## src/rtl/trigger_link_startup.sv

```systemverilog
// ============================================================================
// Module      : trigger_link_startup
// Description : Power-up / recovery sequencer for the four trigger-link GTX
//               transmitters: PLL reset, lock wait, TX reset, done wait, settle.
// Revision    : 1.0 - initial release
// ============================================================================
`default_nettype none

module trigger_link_startup #(
    parameter int PLL_RST_CYCLES = 16,
    parameter int GTX_RST_CYCLES = 8,
    parameter int LOCK_TIMEOUT   = 4096,
    parameter int DONE_TIMEOUT   = 4096,
    parameter int SETTLE_CYCLES  = 64,
    parameter int CNT_W          = 13
) (
    input  logic       clk_40,
    input  logic       reset_n,
    input  logic [3:0] link_mask,
    input  logic       restart,
    input  logic [3:0] tx_pll_locked,
    input  logic [3:0] tx_reset_done,
    output logic       txpll_rst,
    output logic       gtx_tx_rst,
    output logic       link_ready,
    output logic [2:0] state,
    output logic [7:0] relock_cnt,
    output logic [7:0] timeout_cnt
);

    localparam logic [2:0] c_PLL_RST   = 3'd0;
    localparam logic [2:0] c_WAIT_LOCK = 3'd1;
    localparam logic [2:0] c_GTX_RST   = 3'd2;
    localparam logic [2:0] c_WAIT_DONE = 3'd3;
    localparam logic [2:0] c_SETTLE    = 3'd4;
    localparam logic [2:0] c_READY     = 3'd5;

    localparam logic [CNT_W-1:0] c_PLL_LAST    = CNT_W'(PLL_RST_CYCLES - 1);
    localparam logic [CNT_W-1:0] c_GTX_LAST    = CNT_W'(GTX_RST_CYCLES - 1);
    localparam logic [CNT_W-1:0] c_LOCK_LAST   = CNT_W'(LOCK_TIMEOUT - 1);
    localparam logic [CNT_W-1:0] c_DONE_LAST   = CNT_W'(DONE_TIMEOUT - 1);
    localparam logic [CNT_W-1:0] c_SETTLE_LAST = CNT_W'(SETTLE_CYCLES - 1);

    logic [3:0]       r_lock_s1, r_lock_s2, r_done_s1, r_done_s2;
    logic [2:0]       r_state, w_state_nxt;
    logic [CNT_W-1:0] r_timer;
    logic             r_lock_miss;
    logic             r_txpll_rst, r_gtx_tx_rst, r_link_ready;
    logic [7:0]       r_relock_cnt, r_timeout_cnt;
    logic             w_lock_ok, w_done_ok, w_relock_inc, w_timeout_inc;

    always_ff @(posedge clk_40 or negedge reset_n) begin
        if (!reset_n) begin
            r_lock_s1 <= '0;
            r_lock_s2 <= '0;
            r_done_s1 <= '0;
            r_done_s2 <= '0;
        end else begin
            r_lock_s1 <= tx_pll_locked;
            r_lock_s2 <= r_lock_s1;
            r_done_s1 <= tx_reset_done;
            r_done_s2 <= r_done_s1;
        end
    end

    // An empty mask must never look "all good".
    assign w_lock_ok = (|link_mask) & (&(r_lock_s2 | ~link_mask));
    assign w_done_ok = (|link_mask) & (&(r_done_s2 | ~link_mask));

    always_comb begin
        w_state_nxt   = r_state;
        w_relock_inc  = 1'b0;
        w_timeout_inc = 1'b0;
        case (r_state)
            c_PLL_RST: begin
                if (r_timer == c_PLL_LAST) w_state_nxt = c_WAIT_LOCK;
            end
            c_WAIT_LOCK: begin
                if (w_lock_ok) begin
                    w_state_nxt = c_GTX_RST;
                end else if (r_timer == c_LOCK_LAST) begin
                    w_state_nxt   = c_PLL_RST;
                    w_timeout_inc = 1'b1;
                end
            end
            c_GTX_RST: begin
                if (r_timer == c_GTX_LAST) w_state_nxt = c_WAIT_DONE;
            end
            c_WAIT_DONE: begin
                if (w_done_ok) begin
                    w_state_nxt = c_SETTLE;
                end else if (r_timer == c_DONE_LAST) begin
                    w_state_nxt   = c_GTX_RST;
                    w_timeout_inc = 1'b1;
                end
            end
            c_SETTLE: begin
                if (!w_lock_ok) begin
                    w_state_nxt  = c_PLL_RST;
                    w_relock_inc = 1'b1;
                end else if (r_timer == c_SETTLE_LAST) begin
                    w_state_nxt = c_READY;
                end
            end
            c_READY: begin
                // A pending lock miss masks done loss so lock loss wins.
                if (!w_lock_ok) begin
                    if (r_lock_miss) begin
                        w_state_nxt  = c_PLL_RST;
                        w_relock_inc = 1'b1;
                    end
                end else if (!w_done_ok) begin
                    w_state_nxt = c_GTX_RST;
                end
            end
            default: w_state_nxt = c_PLL_RST;
        endcase
        if (restart) begin
            w_state_nxt   = c_PLL_RST;
            w_relock_inc  = 1'b0;
            w_timeout_inc = 1'b0;
        end
    end

    always_ff @(posedge clk_40 or negedge reset_n) begin
        if (!reset_n) begin
            r_state       <= c_PLL_RST;
            r_timer       <= '0;
            r_lock_miss   <= 1'b0;
            r_txpll_rst   <= 1'b1;
            r_gtx_tx_rst  <= 1'b1;
            r_link_ready  <= 1'b0;
            r_relock_cnt  <= '0;
            r_timeout_cnt <= '0;
        end else begin
            r_state <= w_state_nxt;
            if (restart || (w_state_nxt != r_state)) begin
                r_timer <= '0;
            end else if (r_timer != {CNT_W{1'b1}}) begin
                r_timer <= r_timer + 1'b1;
            end
            r_lock_miss  <= (r_state == c_READY) && (w_state_nxt == c_READY) && !w_lock_ok;
            // Outputs decoded from the next state so they line up with r_state.
            r_txpll_rst  <= (w_state_nxt == c_PLL_RST);
            r_gtx_tx_rst <= (w_state_nxt == c_PLL_RST) || (w_state_nxt == c_WAIT_LOCK) ||
                            (w_state_nxt == c_GTX_RST);
            r_link_ready <= (w_state_nxt == c_READY);
            if (w_relock_inc && (r_relock_cnt != 8'hFF)) begin
                r_relock_cnt <= r_relock_cnt + 8'd1;
            end
            if (w_timeout_inc && (r_timeout_cnt != 8'hFF)) begin
                r_timeout_cnt <= r_timeout_cnt + 8'd1;
            end
        end
    end

    assign txpll_rst   = r_txpll_rst;
    assign gtx_tx_rst  = r_gtx_tx_rst;
    assign link_ready  = r_link_ready;
    assign state       = r_state;
    assign relock_cnt  = r_relock_cnt;
    assign timeout_cnt = r_timeout_cnt;

endmodule

`default_nettype wire

```

## config.mk

```make
export PLATFORM = sky130hd
export DESIGN_NAME = trigger_link_startup
export DESIGN_NICKNAME = d
export VERILOG_FILES = /design/src/rtl/trigger_link_startup.sv
export SDC_FILE = /design/constraint.sdc
export NUM_CORES = 1
export LEC_CHECK = 0
export ABC_AREA = 1
export BUFFER_PORTS_ARGS = -buffer_cell sky130_fd_sc_hd__buf_2
export CORE_UTILIZATION = 39
export CTS_BUF_LIST = sky130_fd_sc_hd__clkbuf_8 sky130_fd_sc_hd__clkbuf_16
export CTS_CLUSTER_DIAMETER = 80
export DETAILED_ROUTE_END_ITERATION = 7
export PLACE_DENSITY = 0.55
export SYNTH_ARGS = -nofsm -noshare
export SYNTH_HDL_FRONTEND = slang
export SYNTH_SLANG_ARGS = --single-unit
export TNS_END_PERCENT = 1
```

## constraint.sdc

```tcl
create_clock -name clk_40 -period 4.8 [get_ports clk_40]
set_input_delay 0.24 -clock clk_40 [delete_from_list [all_inputs] [get_ports clk_40]]
set_output_delay 0.24 -clock clk_40 [all_outputs]
set_load 0.005 [all_outputs]
```

==> impl_results.md, run 1 <==
- Outcome: complete, no violations
- GR Layer Usage met1: 0.199
- Final Slew Violations: 0
- Async S/R FF share, synth: 1.00
- Die Y: 82.5 um
- First-pass GRT wire length: just under 8 mm
- Routed WL: roughly 4.5 mm
- Core area: between 6000 and 7000 um2
- DRT Pass-1 Iters: 4
- Grt total ovfl: 0
- Drt wl/cell: between 10 and 15 um
- Cell taking the most area after synthesis: dfrtp_1
- EDFF count, synth: 0
- Die width: between 80 and 90 um
- ANT nets after route: 0
- Total power: 0.758 mW
- H-tree depth: 2
- Slew margin rel.: 0.576
- Clk_skew: ~0.0077 ns
- Crit path launch type: flip-flop
- DRC: 0
- Mapped Area: 2530 um2
- Synth Warn #: 0
- Final Wtd Congestion: just under 0.9
- Post-cts resize count: 0
- Initial antenna violation count: 0
- Worst vdd ir: 0.000179 V
- Area delta synth->final: 14.6%
- Placed inst area: around 2800 um2
- ANT cells: 0
- Met2 GRT Util: 0.243
- Layout filler cell count: 608
- Worst EP arrival: 2.32 ns
- Share of layout cells above drive strength 1: 0.254
- Max-capacitance violation count: 0
- Most frequent cell after synthesis: nand2_1
- Num ports: 37
- CP max FO: 13
- Rows: 28
- Die ar.: between 6000 and 7000 um2
- CTS Buffer Depth: 2
- Pin count of the biggest net entering global routing: 53
- Most used DFF post-synth: dfrtp_1
- Post-CTS Setup Bufs: 0
- Global route hottest layer: met2
- RSZ-0062 raised after global routing: false
- CTS tree: yes
- Routed vias: 1855
- Worst min-delay path class: in2reg
- Crit share post-route: 0.436
- Setup tns final: 0 ns
- Top cells by area, synth: dfrtp_1, nand2_1, inv_1
- Sequential cell area fraction in the yosys report: 0.516
- Port bufs: 36
- Yosys top cell area share: 0.495
- Fmax: approximately 0.48 GHz
- Clock transition at path regs: approximately 0.10 ns
- Starting Density: 0.415
- Mapped Nets: roughly 300
- Final min period: around 2.1 ns
- PwrDens: 261 nW/um2
- Mean Syn Cell Area: 8.94 um2
- Hold Buf Count CTS: 0
- Worst-Margin Slew: 0.637 ns
- DR iter-0 viols: between 80 and 90
- TritonCTS buffer count: 5
- CTS Sinks: 52
- Pre-CTS setup slack: 2.71 ns
- PnR worst setup slack: approximately 2.7 ns
- Final Instance Area: around 2900 um2
- CP Capture Type: flip-flop
- Hold Vio Cnt, Final: 0
- Flops & latches, synth: 52
- DP Wirelength: 3.31 mm
- WP data required: ~5 ns
- Clock Latency Late Sink: 0.30 ns
- Fin Hold WS: ~0.038 ns
- Yosys cell types: 29
- Post-Syn Instances: ~280
- Setup CP Type: reg2reg
- Setup violations, final: 0
- CTS Root Cell: clkbuf_8
- Nets@finish: around 340
- Synth top cells by count: nand2_1, dfrtp_1, inv_1, nor2_1, nand3_1
- Total global-route track usage: 0.148
- Pleak: ~1.5 nW
- Grt met3 use: 0.0352
- Vias in the first global route: 1711
- Vias/cell: 4.61
==> worst max-delay path: stages, from the launching register on <==
cell     delay, ns
dfrtp_1       0.41
ha_1          0.23
nand3_1       0.14
inv_1         0.08
nand2_1       0.14
nor2_2        0.07
nor2_1        0.09
nand2_1       0.06
nand3_1       0.13
nand2_1       0.08
nand2_1       0.08
nand3_2       0.31
nor2_1        0.20
==> cell type report <==
class | count | area (um2) | share of cell area
clock buffer | 6 | 82.6 | 0.0285
clock inverter | 2 | 17.5 | 0.00604
inverter | 39 | 146 | 0.0505
multi-input combinational | 191 | 1070 | 0.368
sequential | 52 | 1300 | 0.450
tap | 75 | 93.8 | 0.0324
timing repair buffer | 37 | 188 | 0.0647
==> layer usage <==
| layer | share of wire | vias up |
|---|---|---|
| met1 | 0.51 | 833 |
| met5 | 0 | - |
| met4 | 0.0056 | 0 |
| met2 | 0.44 | 36 |
| met3 | 0.044 | 2 |
| li1 | - | 984 |
==> cell usage in the layout (no fill, tap or decap), drive strengths merged, types with 3 or more instances in the layout <==
| cell type | count |
|---|---|
| a21oi | 4 |
| buf | 37 |
| clkbuf | 6 |
| dfrtp | 50 |
| ha | 3 |
| inv | 41 |
| mux2 | 4 |
| nand2 | 60 |
| nand3 | 30 |
| nand4 | 8 |
| nor2 | 48 |
| nor3 | 7 |
| o21ai | 4 |
| xnor2 | 9 |
| xor2 | 8 |
==> power by group <==
group / internal (mW) / switching, mW / leakage (nW)
registers: 0.447 / 0.00336 / 0.675
clock network: 0.121 / 0.149 / 0.0522
logic: 0.0122 / 0.0257 / 0.763
==> cell families (layout without fill, tap and decap cells) <==
group,after synthesis,after routing,share of synthesized area
simple gates,156,156,0.302
compound gates,11,11,0.0282
fa+ha+maj,3,3,0.0148
buf+inv,40,84,0.0623
flops,52,52,0.516
xor+xnor,17,17,0.0589
mux,4,4,0.0178
==> per-stage QoR <==
stage	instances	utilization
2_1_floorplan	283	-
3_3_place_gp	394	0.459
3_5_place_dp	394	0.459
4_1_cts	402	0.476
5_1_grt	402	0.476
6_report	402	0.476
==> worst paths after layout <==
kind,start,slack (ns),cells after the start,to
min,tx_reset_done[1],0.04,1,r_done_s1[1]$_DFF_PN0_
min in group asynchronous,reset_n,0.05,2,relock_cnt[3]$_DFFE_PN0P_
max in group asynchronous,reset_n,4.34,2,r_lock_miss$_DFF_PN0_
max reg2reg,r_timer[0]$_DFFE_PN0P_,2.71,12,r_timer[1]$_DFFE_PN0P_
min reg2reg,r_lock_s1[3]$_DFF_PN0_,0.35,0,r_lock_s2[3]$_DFF_PN0_
max,r_timer[0]$_DFFE_PN0P_,2.71,12,r_timer[1]$_DFFE_PN0P_
==> sequential cells by signal, summed over array words and instances, names as in the netlist <==
register and cells:
r_lock_s1 4, state 3, r_lock_miss 1, r_done_s1 4
relock_cnt 8, r_timer 13, txpll_rst 1, r_done_s2 4
link_ready 1, timeout_cnt 8, gtx_tx_rst 1, r_lock_s2 4
Note: power is estimated with default switching activity, not from simulation.
==> run 2: changes to the inputs <==
==> constraint.sdc (replaced) <==
create_clock -name clk_40 -period 2 [get_ports clk_40]
set_input_delay 0.1 -clock clk_40 [delete_from_list [all_inputs] [get_ports clk_40]]
set_output_delay 0.1 -clock clk_40 [all_outputs]
set_load 0.005 [all_outputs]
==> run 2 against run 1 <==
Effect of this change: cell count rose by 3.7%; register-to-register slack got worse by 2.5 ns; non-clock buffer count rose by 15; combinational power rose to 3.0 times the previous value; total power rose by 130%; sequential share of layout area fell by 2.6 points; critical path type unchanged; fmax rose by 16%; flip-flop and latch count did not move; global-route usage rose by 0.73 points; die area did not move.
==> impl_results.md, run 2 (same netlist as run 1, synthesis figures left out) <==
- Placed Cells: roughly 400
- Vias in the first global route: about 1800
- Setup tns final: 0 ns
- Most frequent cells in the layout: nand2_1, dfrtp_1, buf_2
- Port bufs: 36
- Non-Filler Instances: around 420
- Max FFs per register: 13
- Clk_skew: 0.00497 ns
- Setup CP Type: reg2reg
- Rows: 28
- Max-capacitance violation count: 0
- Share of layout cells above drive strength 1: 0.281
- ANT cells: 0
- Total power: roughly 1.8 mW
- Crit path launch type: flip-flop
- Reg2reg path depth: 10
- Num ports: 37
- Starting Density: 0.415
- Routed WL: 4.63 mm
- CTS Sinks: 52
- ANT nets after route: 0
- Routed vias: between 1500 and 2000
- Placed inst area: ~2900 um2
- Setup violations, final: 0
- Final min period: 1.81 ns
- Total global-route track usage: 0.155
- Fin Hold WS: 0.0995 ns
- PwrDens: 576 nW/um2
- Leading cell type in the layout, fill and taps excluded: nand2_1
- CP max FO: 4
- DRC: 0
- Worst EP arrival: about 2 ns
- Slew margin rel.: 0.635
- Largest Register: r_timer
- Pin count of the biggest net entering global routing: 31
- DRT Pass-1 Iters: 4
- Drt wl/cell: roughly 11 um
- Grt total ovfl: 0
- Die ar.: ~6800 um2
- Pleak: between 1.5 and 2 nW
- Worst min-delay path class: in2reg
- H-tree depth: 2
- CP Capture Type: flip-flop
- Worst-Margin Slew: 0.547 ns
- Final Slew Violations: 0
- Clock Latency Late Sink: about 0.3 ns
- CTS Buffer Depth: 2
- Internal Power: approximately 1.4 mW
- Die Y: ~83 um
- WP data required: around 2.2 ns
- Nets@finish: approximately 360
- Pre-CTS setup slack: 0.140 ns
- Initial antenna violation count: 0
- Fmax: roughly 0.55 GHz
- Sequential share of power: 0.609
- Final Util: 0.505
- Clock transition at path regs: 0.09 ns
- CTS tree: yes
- Hold Vio Cnt, Final: 0
- TritonCTS buffer count: 5
- Die width: roughly 83 um
- Final Wtd Congestion: 0.869
- RSZ-0062 raised after global routing: false
- Worst vdd ir: approximately 0.00038 V
- Vias/cell: 4.61
- Clock power share: 0.327
- DP Wirelength: 3.44 mm
- Hold depth: 4
- Switch Pwr: between 0.4 and 0.5 mW
- Net Sw Frac: 0.231
- Outcome: complete, no violations
- First-pass GRT wire length: 7.89 mm
- Core area: about 6000 um2
- PnR worst setup slack: roughly 0.19 ns
- DR iter-0 viols: 82
- Crit share post-route: 0.907
- Combinational share of power: 0.064
- Final Instance Area: between 3000 and 4000 um2
- CTS Root Cell: clkbuf_8
- Area delta synth->final: 21.7%
## run 2: power groups by stage
| stage | Clock [mW] | Sequential [mW] | Combinational [mW] |
|---|---|---|---|
| detailed placement | 0 | 1.10 | 0.102 |
| floorplan | 0 | 1.10 | 0.0486 |
| global placement | 0 | 1.10 | 0.102 |
| CTS | 0.617 | 1.08 | 0.116 |
| finish | 0.580 | 1.08 | 0.113 |
| global route | 0.664 | 1.08 | 0.129 |
## run 2: critical path: stages (launching register included)
cell	delay [ns]
dfrtp_1	0.39
ha_2	0.20
nand3_1	0.10
inv_1	0.11
nand2_2	0.10
nor2_1	0.15
nand2_1	0.13
buf_4	0.17
mux2_2	0.26
inv_1	0.05
nor2_1	0.03
## run 2: repair_timing
action	CTS	global route
buffers inserted	0	1
endpoints found under the setup margin	0	16
hold buffers	9	0
hold endpoints to repair	30	0
gates resized for setup	0	9
## run 2: layout make-up
class	count	area [um2]
fillers	594	3020
clock inverters	3	20.0
repair buffers	52	348
inverters	39	146
flip-flops and latches	52	1310
well taps	75	93.8
multi-input cells	191	1100
clock buffers	5	68.8
## run 2: layer usage
metal	up-vias	wire length (um)	track usage
met5	-	0	0
met4	0	56	0.0603
met3	5	156	0.0363
met2	32	2110	0.250
met1	872	2310	0.202
li1	1015	-	-
## run 2: worst paths after layout
check | slack (ns) | to | start
max | 0.19 | r_timer[1]$_DFFE_PN0P_ | r_timer[0]$_DFFE_PN0P_
min | 0.1 | timeout_cnt[5]$_DFFE_PN0P_ | restart
max reg2reg | 0.19 | r_timer[1]$_DFFE_PN0P_ | r_timer[0]$_DFFE_PN0P_
min reg2reg | 0.35 | r_lock_s2[3]$_DFF_PN0_ | r_lock_s1[3]$_DFF_PN0_
max in group asynchronous | 1.07 | txpll_rst$_DFF_PN1_ | reset_n
min in group asynchronous | 0.31 | relock_cnt[3]$_DFFE_PN0P_ | reset_n
==> run 3: changes to the inputs <==
--- a/config.mk
+++ b/config.mk
@@ -6,6 +6,7 @@
 export NUM_CORES = 1
 export LEC_CHECK = 0
 export ABC_AREA = 1
+export ABC_CLOCK_PERIOD_IN_PS = 2200
 export BUFFER_PORTS_ARGS = -buffer_cell sky130_fd_sc_hd__buf_2
 export CORE_UTILIZATION = 39
 export CTS_BUF_LIST = sky130_fd_sc_hd__clkbuf_8 sky130_fd_sc_hd__clkbuf_16
==> constraint.sdc (replaced) <==
create_clock -name clk_40 -period 2.2 [get_ports clk_40]
set_input_delay 0.11 -clock clk_40 [delete_from_list [all_inputs] [get_ports clk_40]]
set_output_delay 0.11 -clock clk_40 [all_outputs]
set_load 0.005 [all_outputs]
==> run 3 against run 2 <==
Effect of this change: die area unchanged; routed wire length down 1.5%; cell count down 1.2%; highest routed layer unchanged; non-clock buffer count down 5; sequential power down 9%; critical endpoint is now r_timer[7]$_DFFE_PN0P_; clock skew up 0.012 ns; register-to-register slack better by 0.09 ns; total power down 5.9%; sequential share of layout area up 0.84 points.
==> impl_results.md, run 3 (same netlist as run 1, synthesis figures left out) <==
- ANT cells: 0
- Pleak: roughly 1.5 nW
- Total global-route track usage: 0.156
- Register area: about 1300 um2
- Hold Vio Cnt, Final: 0
- Area delta synth->final: 19.2%
- Worst vdd ir: 0.000292 V
- Crit path cell chain: ha_1, nand3_1, inv_1, nand2_1, nor2_2, nor2_1, nand2_1, nand3_1, nand2_1, nand2_1, nand3_2, buf_6, nor2_2
- Clock transition at path regs: 0.11 ns
- Vias/cell: about 4.6
- Setup tns final: 0 ns
- Setup CP Type: reg2reg
- Largest stage delay on the critical path: around 0.40 ns
- Final min period: roughly 1.9 ns
- Num ports: 37
- Most frequent cells in the layout: nand2_1, dfrtp_1, buf_2
- WP data required: ~2.4 ns
- Clk_skew: 0.0170 ns
- Slew margin rel.: 0.622
- Cell with the most instances on the worst path: nand2_1
- Footprint of the multi-input gates: 1070 um2
- Fmax: about 0.52 GHz
- TritonCTS buffer count: 5
- DRC: 0
- Non-Filler Instances: roughly 400
- Layout filler cell count: ~600
- CTS tree: yes
- Placed Cells: 395
- CTS Sinks: 52
- CTS Buffer Depth: 2
- H-tree depth: 2
- Nets@finish: around 350
- CP Capture Type: flip-flop
- PwrDens: between 500 and 600 nW/um2
- Rows: 28
- Final Slew Violations: 0
- Final Wtd Congestion: roughly 0.84
- Drt wl/cell: between 10 and 15 um
- Setup violations, final: 0
- DR iter-0 viols: 80
- Die Y: slightly above 80 um
- Crit share post-route: 0.872
- Outcome: complete, no violations
- Starting Density: 0.415
- Routed WL: 4.56 mm
- Leading cell type in the layout, fill and taps excluded: nand2_1
- DRT Pass-1 Iters: 4
- Die ar.: about 6800 um2
- Worst min-delay path class: in2reg
- First-pass GRT wire length: approximately 8 mm
- Share of layout cells above drive strength 1: 0.255
- Max FFs per register: 13
- DP Wirelength: around 3.4 mm
- Crit path launch type: flip-flop
- Worst EP arrival: 2.11 ns
- CP max FO: 13
- RSZ-0062 raised after global routing: false
- Routed vias: roughly 1900
- Port bufs: 36
- Largest Register: r_timer
- Grt total ovfl: 0
- Worst-Margin Slew: about 0.57 ns
- Core area: around 6100 um2
- Vias in the first global route: 1872
- Pin count of the biggest net entering global routing: 30
- CTS Root Cell: clkbuf_8
- Max-capacitance violation count: 0
- Total power: 1.67 mW
- Initial antenna violation count: 0
- Clock Latency Late Sink: about 0.31 ns
- Die width: 82.5 um
- Critical-path top delay cell: dfrtp_1
- ANT nets after route: 0
[run 3: cell type report]
class | instances | share of cell area
multi-input cells | 191 | 0.356
clock buffers | 5 | 0.0228
repair buffers | 47 | 0.100
flip-flops and latches | 52 | 0.432
inverters | 39 | 0.0485
well taps | 75 | 0.0311
clock inverters | 3 | 0.00954
[run 3: path summary, 6_finish.rpt]
path | slack (ns) | start | to | cells past startpoint
setup / recovery | 0.28 | r_timer[0]$_DFFE_PN0P_ | r_timer[7]$_DFFE_PN0P_ | 13
hold / removal | 0.11 | restart | timeout_cnt[5]$_DFFE_PN0P_ | 4
setup reg to reg | 0.28 | r_timer[0]$_DFFE_PN0P_ | r_timer[7]$_DFFE_PN0P_ | 13
hold reg to reg | 0.36 | r_lock_s1[3]$_DFF_PN0_ | r_lock_s2[3]$_DFF_PN0_ | 0
max in group asynchronous | 1.28 | reset_n | txpll_rst$_DFF_PN1_ | 3
min in group asynchronous | 0.31 | reset_n | relock_cnt[7]$_DFFE_PN0P_ | 2
[run 3: power breakdown]
part	switching, mW	internal, mW	leakage, nW	total [mW]
Sequential	0.00765	0.975	0.675	0.982
Combinational	0.0595	0.0414	0.812	0.101
Clock	0.345	0.241	0.0511	0.586
Total	0.412	1.26	1.54	1.67
[run 3: routing by layer]
metal	share of wire	vias to the layer above	GRT usage	routed length, um
li1	-	1000	-	-
met1	0.50	859	0.202	2290
met2	0.46	30	0.253	2080
met3	0.029	7	0.0374	131
met4	0.013	0	0.0586	59
met5	0	-	0	0
[run 3: timing repair]
action,CTS,global route
hold endpoints to repair,31,0
buffers inserted,0,0
setup endpoints to repair,0,2
hold buffers,9,0
resized for setup,0,3
[run 3: worst max-delay path: cells and delay by family, from the launching register on]
family,cells,cell delay [ns]
flip-flops,1,0.40
buffers and inverters,2,0.29
adder cells (fa/ha/maj),1,0.19
AND/OR/NAND/NOR,10,0.91
[run 3: metrics by stage]
stage | util | area [um2] | setup slack, ns | hold slack (ns)
floorplan | - | 2530 | 0.453 | -0.186
global placement | 0.462 | 2820 | 0.262 | 0.142
detailed placement | 0.462 | 2820 | 0.227 | 0.143
CTS | 0.493 | 3010 | 0.174 | 0.0934
global route | 0.495 | 3020 | 0.0248 | 0.170
finish | 0.495 | 3020 | 0.281 | 0.107
